[src/rtl/tx_byte_sequencer_if.sv]
// Descriptor, TX-queue word and byte-stream channels of the TX byte sequencer.
// slave is the sequencer's view; master is the surrounding controller/queue/target.
interface tx_byte_sequencer_if #(
  parameter int DataWidth = 32,
  parameter int LenWidth  = 16
);
  logic                 desc_valid_i;
  logic                 desc_ready_o;
  logic [LenWidth-1:0]  desc_len_i;
  logic                 data_valid_i;
  logic                 data_ready_o;
  logic [DataWidth-1:0] data_i;
  logic                 byte_valid_o;
  logic                 byte_ready_i;
  logic [7:0]           byte_o;
  logic                 byte_last_o;

  modport slave (
    input  desc_valid_i, desc_len_i, data_valid_i, data_i, byte_ready_i,
    output desc_ready_o, data_ready_o, byte_valid_o, byte_o, byte_last_o
  );

  modport master (
    output desc_valid_i, desc_len_i, data_valid_i, data_i, byte_ready_i,
    input  desc_ready_o, data_ready_o, byte_valid_o, byte_o, byte_last_o
  );
endinterface

[src/rtl/tx_byte_sequencer.sv]
// Serialises TX queue words into a little-endian byte stream for a descriptor-given length.
// One fetch cycle per word, then one byte per accepted cycle; byte_ready_i stalls hold the byte stable.
module tx_byte_sequencer #(
  parameter int DataWidth = 32,
  parameter int LenWidth  = 16
) (
  input  logic                 clk_i,
  input  logic                 rst_ni,
  tx_byte_sequencer_if.slave   bus,
  input  logic                 abort_i,
  output logic                 busy_o,
  output logic                 done_o,
  output logic                 aborted_o
);

  localparam int Bytes     = DataWidth / 8;
  localparam int BcntWidth = $clog2(Bytes + 1);
  localparam logic [LenWidth-1:0]  BytesLen = LenWidth'(Bytes);
  localparam logic [BcntWidth-1:0] BytesCnt = BcntWidth'(Bytes);
  localparam logic [LenWidth-1:0]  OneLen   = LenWidth'(1);
  localparam logic [BcntWidth-1:0] OneCnt   = BcntWidth'(1);

  typedef enum logic [1:0] {
    StIdle  = 2'd0,
    StFetch = 2'd1,
    StSend  = 2'd2,
    StDrain = 2'd3
  } state_e;

  state_e               state_q, state_d;
  logic [LenWidth-1:0]  remaining_q, remaining_d;
  logic [LenWidth-1:0]  words_left_q, words_left_d;
  logic [BcntWidth-1:0] bcnt_q, bcnt_d;
  logic [DataWidth-1:0] sreg_q, sreg_d;
  logic                 done_q, done_d;
  logic                 aborted_q, aborted_d;

  logic                desc_hs, data_hs, byte_hs;
  logic [LenWidth-1:0] words_calc;
  logic [LenWidth-1:0] words_after_pop;

  assign bus.desc_ready_o = (state_q == StIdle);
  assign bus.data_ready_o = (state_q == StFetch) || (state_q == StDrain);
  assign bus.byte_valid_o = (state_q == StSend);
  assign bus.byte_o       = sreg_q[7:0];
  assign bus.byte_last_o  = (state_q == StSend) && (remaining_q == OneLen);
  assign busy_o           = (state_q != StIdle);
  assign done_o           = done_q;
  assign aborted_o        = aborted_q;

  assign desc_hs = bus.desc_valid_i && bus.desc_ready_o;
  assign data_hs = bus.data_valid_i && bus.data_ready_o;
  assign byte_hs = bus.byte_valid_o && bus.byte_ready_i;

  // Word count rounds up so a partial final word is still popped.
  assign words_calc = (bus.desc_len_i / BytesLen)
                    + {{(LenWidth-1){1'b0}}, |(bus.desc_len_i % BytesLen)};
  assign words_after_pop = data_hs ? (words_left_q - OneLen) : words_left_q;

  always_comb begin
    state_d      = state_q;
    remaining_d  = remaining_q;
    words_left_d = words_left_q;
    bcnt_d       = bcnt_q;
    sreg_d       = sreg_q;
    done_d       = 1'b0;
    aborted_d    = 1'b0;

    case (state_q)
      StIdle: begin
        if (desc_hs) begin
          if (bus.desc_len_i == '0) begin
            done_d = 1'b1;
          end else begin
            remaining_d  = bus.desc_len_i;
            words_left_d = words_calc;
            state_d      = StFetch;
          end
        end
      end

      StFetch: begin
        if (abort_i) begin
          // A word popped in the abort cycle is consumed and dropped.
          remaining_d  = '0;
          bcnt_d       = '0;
          words_left_d = words_after_pop;
          if (words_after_pop != '0) begin
            state_d = StDrain;
          end else begin
            state_d   = StIdle;
            aborted_d = 1'b1;
          end
        end else if (data_hs) begin
          sreg_d       = bus.data_i;
          bcnt_d       = (remaining_q >= BytesLen) ? BytesCnt : BcntWidth'(remaining_q);
          words_left_d = words_left_q - OneLen;
          state_d      = StSend;
        end
      end

      StSend: begin
        if (byte_hs) begin
          sreg_d      = sreg_q >> 8;
          remaining_d = remaining_q - OneLen;
          bcnt_d      = bcnt_q - OneCnt;
        end
        // Delivering the final byte wins over a coincident abort.
        if (byte_hs && (remaining_q == OneLen)) begin
          state_d = StIdle;
          done_d  = 1'b1;
        end else if (abort_i) begin
          remaining_d = '0;
          bcnt_d      = '0;
          if (words_left_q != '0) begin
            state_d = StDrain;
          end else begin
            state_d   = StIdle;
            aborted_d = 1'b1;
          end
        end else if (byte_hs && (bcnt_q == OneCnt)) begin
          state_d = StFetch;
        end
      end

      StDrain: begin
        if (data_hs) begin
          words_left_d = words_left_q - OneLen;
          if (words_left_q == OneLen) begin
            state_d   = StIdle;
            aborted_d = 1'b1;
          end
        end
      end

      default: state_d = StIdle;
    endcase
  end

  always_ff @(posedge clk_i or negedge rst_ni) begin
    if (!rst_ni) begin
      state_q      <= StIdle;
      remaining_q  <= '0;
      words_left_q <= '0;
      bcnt_q       <= '0;
      sreg_q       <= '0;
      done_q       <= 1'b0;
      aborted_q    <= 1'b0;
    end else begin
      state_q      <= state_d;
      remaining_q  <= remaining_d;
      words_left_q <= words_left_d;
      bcnt_q       <= bcnt_d;
      sreg_q       <= sreg_d;
      done_q       <= done_d;
      aborted_q    <= aborted_d;
    end
  end

endmodule

[src/flat_wrapper.sv]
// flat-port wrapper written by rule: the top's interface ports become plain ports
module tx_byte_sequencer_flat 
#(
  parameter int DataWidth = 32,
  parameter int LenWidth  = 16
)
  (clk_i, rst_ni, abort_i, busy_o, done_o, aborted_o, bus_desc_valid_i, bus_desc_len_i, bus_data_valid_i, bus_data_i, bus_byte_ready_i, bus_desc_ready_o, bus_data_ready_o, bus_byte_valid_o, bus_byte_o, bus_byte_last_o);
  tx_byte_sequencer_if #(.DataWidth(DataWidth), .LenWidth(LenWidth)) bus_i ();
  input  logic clk_i;
  input  logic rst_ni;
  input  logic abort_i;
  output logic busy_o;
  output logic done_o;
  output logic aborted_o;
  input wire logic [$bits(bus_i.desc_valid_i)-1:0] bus_desc_valid_i;
  input wire logic [$bits(bus_i.desc_len_i)-1:0] bus_desc_len_i;
  input wire logic [$bits(bus_i.data_valid_i)-1:0] bus_data_valid_i;
  input wire logic [$bits(bus_i.data_i)-1:0] bus_data_i;
  input wire logic [$bits(bus_i.byte_ready_i)-1:0] bus_byte_ready_i;
  output wire logic [$bits(bus_i.desc_ready_o)-1:0] bus_desc_ready_o;
  output wire logic [$bits(bus_i.data_ready_o)-1:0] bus_data_ready_o;
  output wire logic [$bits(bus_i.byte_valid_o)-1:0] bus_byte_valid_o;
  output wire logic [$bits(bus_i.byte_o)-1:0] bus_byte_o;
  output wire logic [$bits(bus_i.byte_last_o)-1:0] bus_byte_last_o;
  assign bus_i.desc_valid_i = bus_desc_valid_i;
  assign bus_i.desc_len_i = bus_desc_len_i;
  assign bus_i.data_valid_i = bus_data_valid_i;
  assign bus_i.data_i = bus_data_i;
  assign bus_i.byte_ready_i = bus_byte_ready_i;
  assign bus_desc_ready_o = bus_i.desc_ready_o;
  assign bus_data_ready_o = bus_i.data_ready_o;
  assign bus_byte_valid_o = bus_i.byte_valid_o;
  assign bus_byte_o = bus_i.byte_o;
  assign bus_byte_last_o = bus_i.byte_last_o;
  tx_byte_sequencer #(.DataWidth(DataWidth), .LenWidth(LenWidth)) u_core (.clk_i(clk_i), .rst_ni(rst_ni), .bus(bus_i), .abort_i(abort_i), .busy_o(busy_o), .done_o(done_o), .aborted_o(aborted_o));
endmodule
[config.mk]
export PLATFORM = sky130hd
export DESIGN_NAME = tx_byte_sequencer_flat
export DESIGN_NICKNAME = d
export VERILOG_FILES = /design/src/rtl/tx_byte_sequencer_if.sv /design/src/rtl/tx_byte_sequencer.sv /design/src/flat_wrapper.sv
export SDC_FILE = /design/constraint.sdc
export NUM_CORES = 1
export LEC_CHECK = 0
export ABC_AREA = 1
export CORE_UTILIZATION = 60
export CTS_CLUSTER_DIAMETER = 30
export DETAILED_ROUTE_END_ITERATION = 12
export PLACE_DENSITY = 0.95
export RECOVER_POWER = 100
export SLEW_MARGIN = 20
export SYNTH_ARGS = -nofsm -noshare
export SYNTH_HDL_FRONTEND = slang
export SYNTH_SLANG_ARGS = --single-unit
[constraint.sdc]
create_clock -name clk_i -period 5.05 [get_ports clk_i]
set_input_delay 0.505 -clock clk_i [delete_from_list [all_inputs] [get_ports clk_i]]
set_output_delay 0.505 -clock clk_i [all_outputs]
set_load 0.03 [all_outputs]
==> flow_metrics.env <==
export IMPL_cts_max_level=3
export IMPL_wl_um=12300
export IMPL_track_usage=0.311
export IMPL_leakage_uw=0.00258
export IMPL_fmax_mhz=294
export IMPL_nNetsFinal=806
export IMPL_row_count=32
export IMPL_drt_initial_drc_count=426
export IMPL_place_ws_ns=2.28
export IMPL_viasPerCell=5.69
export IMPL_antenna_left=0
export IMPL_antenna_cells=0
export IMPL_clock_sinks=71
export IMPL_finalCritPeriodShare=0.673
export IMPL_syn_instance_count=685
export IMPL_synth_nets=754
export IMPL_grt_max_degree=72
export IMPL_fp_dieW_um=91.4
export IMPL_drive_gt1_frac=0.0445
export IMPL_met3_usage=0.0611
export IMPL_start_util=0.621
export IMPL_busiest_layer="met2"
export IMPL_crit_arrival_ns=3.64
export IMPL_muxShareOfSynthArea=0
export IMPL_clock_path_buffers=2
export IMPL_postCtsHoldBufs=0
export IMPL_io_buffer_count=68
export IMPL_wire_per_inst_um=14.6
export IMPL_synth_warnings=0
export IMPL_synth_top_family_by_area="simple AND/OR/NAND/NOR gates"
export IMPL_required_ns=5.29
export IMPL_finalMaxSlewViolations=0
export IMPL_die_h_um=91.4
export IMPL_syn_area_mm2=0.00480
export IMPL_multi_input_area_mm2=0.00255
export IMPL_period_minus_slack_ns=3.40
export IMPL_r2r_cells=16
export IMPL_yosys_area_share_simple=0.300
export IMPL_use_met1=0.416
export IMPL_clk_insertion_delay_late_ns=0.36
export IMPL_ys_seq_elements=71
export IMPL_dp_cells=828
export IMPL_grt_pass1_vias=4451
export IMPL_cts_root_buf="clkbuf_8"
export IMPL_maxSlewHeadroom=0.134
export IMPL_cts_setup_buffers=0
export IMPL_io_pins=69
export IMPL_postLayoutSetupSlackWorst_ns=1.65
export IMPL_cts_resized=0
export IMPL_setup_viol=0
export IMPL_start_kind="flop"
export IMPL_cts_buffers=9
export IMPL_synth_xor_area_frac=0.0310
export IMPL_syn_area_per_cell_um2=7.01
export IMPL_hold_slack_ns=0.343
export IMPL_endpoint_kind="flop"
export IMPL_area_growth_pct=17.4
export IMPL_synth_top_cell_area_share=0.370
export IMPL_die_area_mm2=0.00836
export IMPL_skew_ns=0.00655
export IMPL_reg2reg_slack_ns=1.65
export IMPL_path_clk_slew_ns=0.08
export IMPL_peakVddDrop_mv=0.336
export IMPL_hold_viol_final=0
export IMPL_gr_usage_met2=0.499
export IMPL_fill_cells=566
export IMPL_reg2reg_to="u_core.state_q[1]"
export IMPL_antenna_found_initial=0
export IMPL_worstPathMaxFanout=20
export IMPL_grt_setup_unrepaired="no"
export IMPL_tightest_slew_ns=1.30
export IMPL_cts_tree="yes"
export IMPL_dp_hpwl_um=9030
export IMPL_powerDensity_mw_per_mm2=609
export IMPL_drcViolationCount=0
export IMPL_first_pass_iters=5
export IMPL_instances_no_fill=843
export IMPL_cap_violations=0
export IMPL_design_core_area_mm2=0.00773
export IMPL_reg2reg_from="u_core.state_q[1]"
export IMPL_post_synth_top_area_cell="dfrtp_1"
export IMPL_regArea_mm2=0.00178
export IMPL_ys_seq_area_frac=0.370
export IMPL_synthAdderAreaFrac=0.0391
export IMPL_ys_types=39
export IMPL_outcome="completed"
export IMPL_grt_pass1_wl_um=20700
export IMPL_synth_compound_area_frac=0.164
export IMPL_path_class="reg2reg"
export IMPL_min_path_type="in2async"
export IMPL_netlist_top_cells_area="dfrtp_1 37%, nand2_1 14%, nor2_1 6.9%"
export IMPL_num_vias=4795
export IMPL_gr_total_overflow=0
export IMPL_finalWeightedCongestion=1.00
export IMPL_fin_tns_setup_ns=0
==> final cells by class <==
type,instances,area share
repair buffers,73,0.125
clock inverters,6,0.0109
inverters,78,0.0520
multi-input cells,504,0.452
flip-flops and latches,71,0.315
well taps,102,0.0227
clock buffers,9,0.0220
==> worst max-delay path by stage <==
stage	startpoint	endpoint	slack (ns)	cells past startpoint
floorplan	u_core.state_q[0]	u_core.remaining_q[15]	2.79	13
global placement	bus_desc_len_i[8]	u_core.remaining_q[12]	2.34	10
detailed placement	bus_desc_len_i[8]	u_core.remaining_q[2]	2.28	10
CTS	u_core.state_q[1]	bus_data_ready_o	2.00	5
global route	u_core.state_q[1]	u_core.state_q[1]	1.31	16
finish	u_core.state_q[1]	u_core.state_q[1]	1.65	16
==> registers in the layout, summed over array words and instances (netlist names) <==
| register | count |
|---|---|
| u_core.aborted_o | 1 |
| u_core.bcnt_q | 3 |
| u_core.done_o | 1 |
| u_core.remaining_q | 16 |
| u_core.sreg_q | 32 |
| u_core.state_q | 2 |
| u_core.words_left_q | 16 |
==> worst max-delay path, cell delays in order, from the launching register on <==
cell	delay, ns
dfrtp_1	0.42
inv_1	0.11
ha_1	0.30
nor2_1	0.92
nor2_1	0.33
nand3_1	0.30
nor2_1	0.10
nand2_1	0.08
nand2_1	0.07
nor2_1	0.09
nand2_1	0.06
nor2_1	0.15
nand2_1	0.11
nand2_1	0.07
nand2_1	0.05
nand2_1	0.06
nand2_1	0.05
==> layer usage <==
metal / up-vias / part of all wire
li1: 2342 / -
met1: 2216 / 0.43
met2: 209 / 0.48
met3: 28 / 0.071
met4: 0 / 0.024
met5: - / 0
==> kinds of logic (layout without fill, tap and decap cells) <==
| kind of cell | after synthesis | after routing |
|---|---|---|
| adder cells (fa/ha/maj) | 15 | 15 |
| flip-flops | 71 | 71 |
| XOR/XNOR | 17 | 17 |
| buffers and inverters | 110 | 166 |
| AO/OA/AOI/OAI | 132 | 132 |
| AND/OR/NAND/NOR | 340 | 340 |
==> synth_stat cells, drive strengths merged <==
| cell | n |
|---|---|
| a211oi | 1 |
| a21oi | 29 |
| xnor2 | 3 |
| ha | 15 |
| nor2 | 96 |
| inv | 76 |
| clkbuf | 17 |
| a22oi | 15 |
| o21ai | 46 |
| a41oi | 1 |
| or2 | 2 |
| o22a | 1 |
| nand3 | 37 |
| buf | 15 |
| a2bb2oi | 1 |
| xor2 | 14 |
| a31oi | 28 |
| nand4 | 12 |
| o22ai | 1 |
| o21a | 1 |
| nor3 | 12 |
| nand2 | 179 |
| o211ai | 6 |
| nor4 | 2 |
| clkinv | 2 |
| dfrtp | 71 |
| a21boi | 2 |
==> layout by cell type, fill, tap and decap left out, drive strengths merged <==
master           n
a211oi           1
a21boi           2
a21oi           29
a22oi           15
a2bb2oi          1
a31oi           28
a41oi            1
buf              4
bufinv           1
clkbuf          11
clkdlybuf4s50   50
clkinv           6
clkinvlp         1
dfrtp           71
dlygate4sd3     17
ha              15
inv             76
nand2          179
nand3           37
nand4           12
nor2            96
nor3            12
nor4             2
o211ai           6
o21a             1
o21ai           46
o22a             1
o22ai            1
or2              2
xnor2            3
xor2            14
==> where the power goes <==
group / internal, uW / switching (uW)
logic: 643 / 1270
clock network: 224 / 224
registers: 858 / 218
total: 1730 / 1710
==> per-stage QoR <==
stage          area [um^2]  utilization  power [uW]
2_1_floorplan         4800            -        2510
4_1_cts               5670        0.733        3450
5_1_grt               5630        0.729        3720
3_5_place_dp          5480        0.709        2990
6_report              5630        0.729        3430
3_3_place_gp          5480        0.709        2910
No activity file was read; power rests on OpenSTA's default activity.
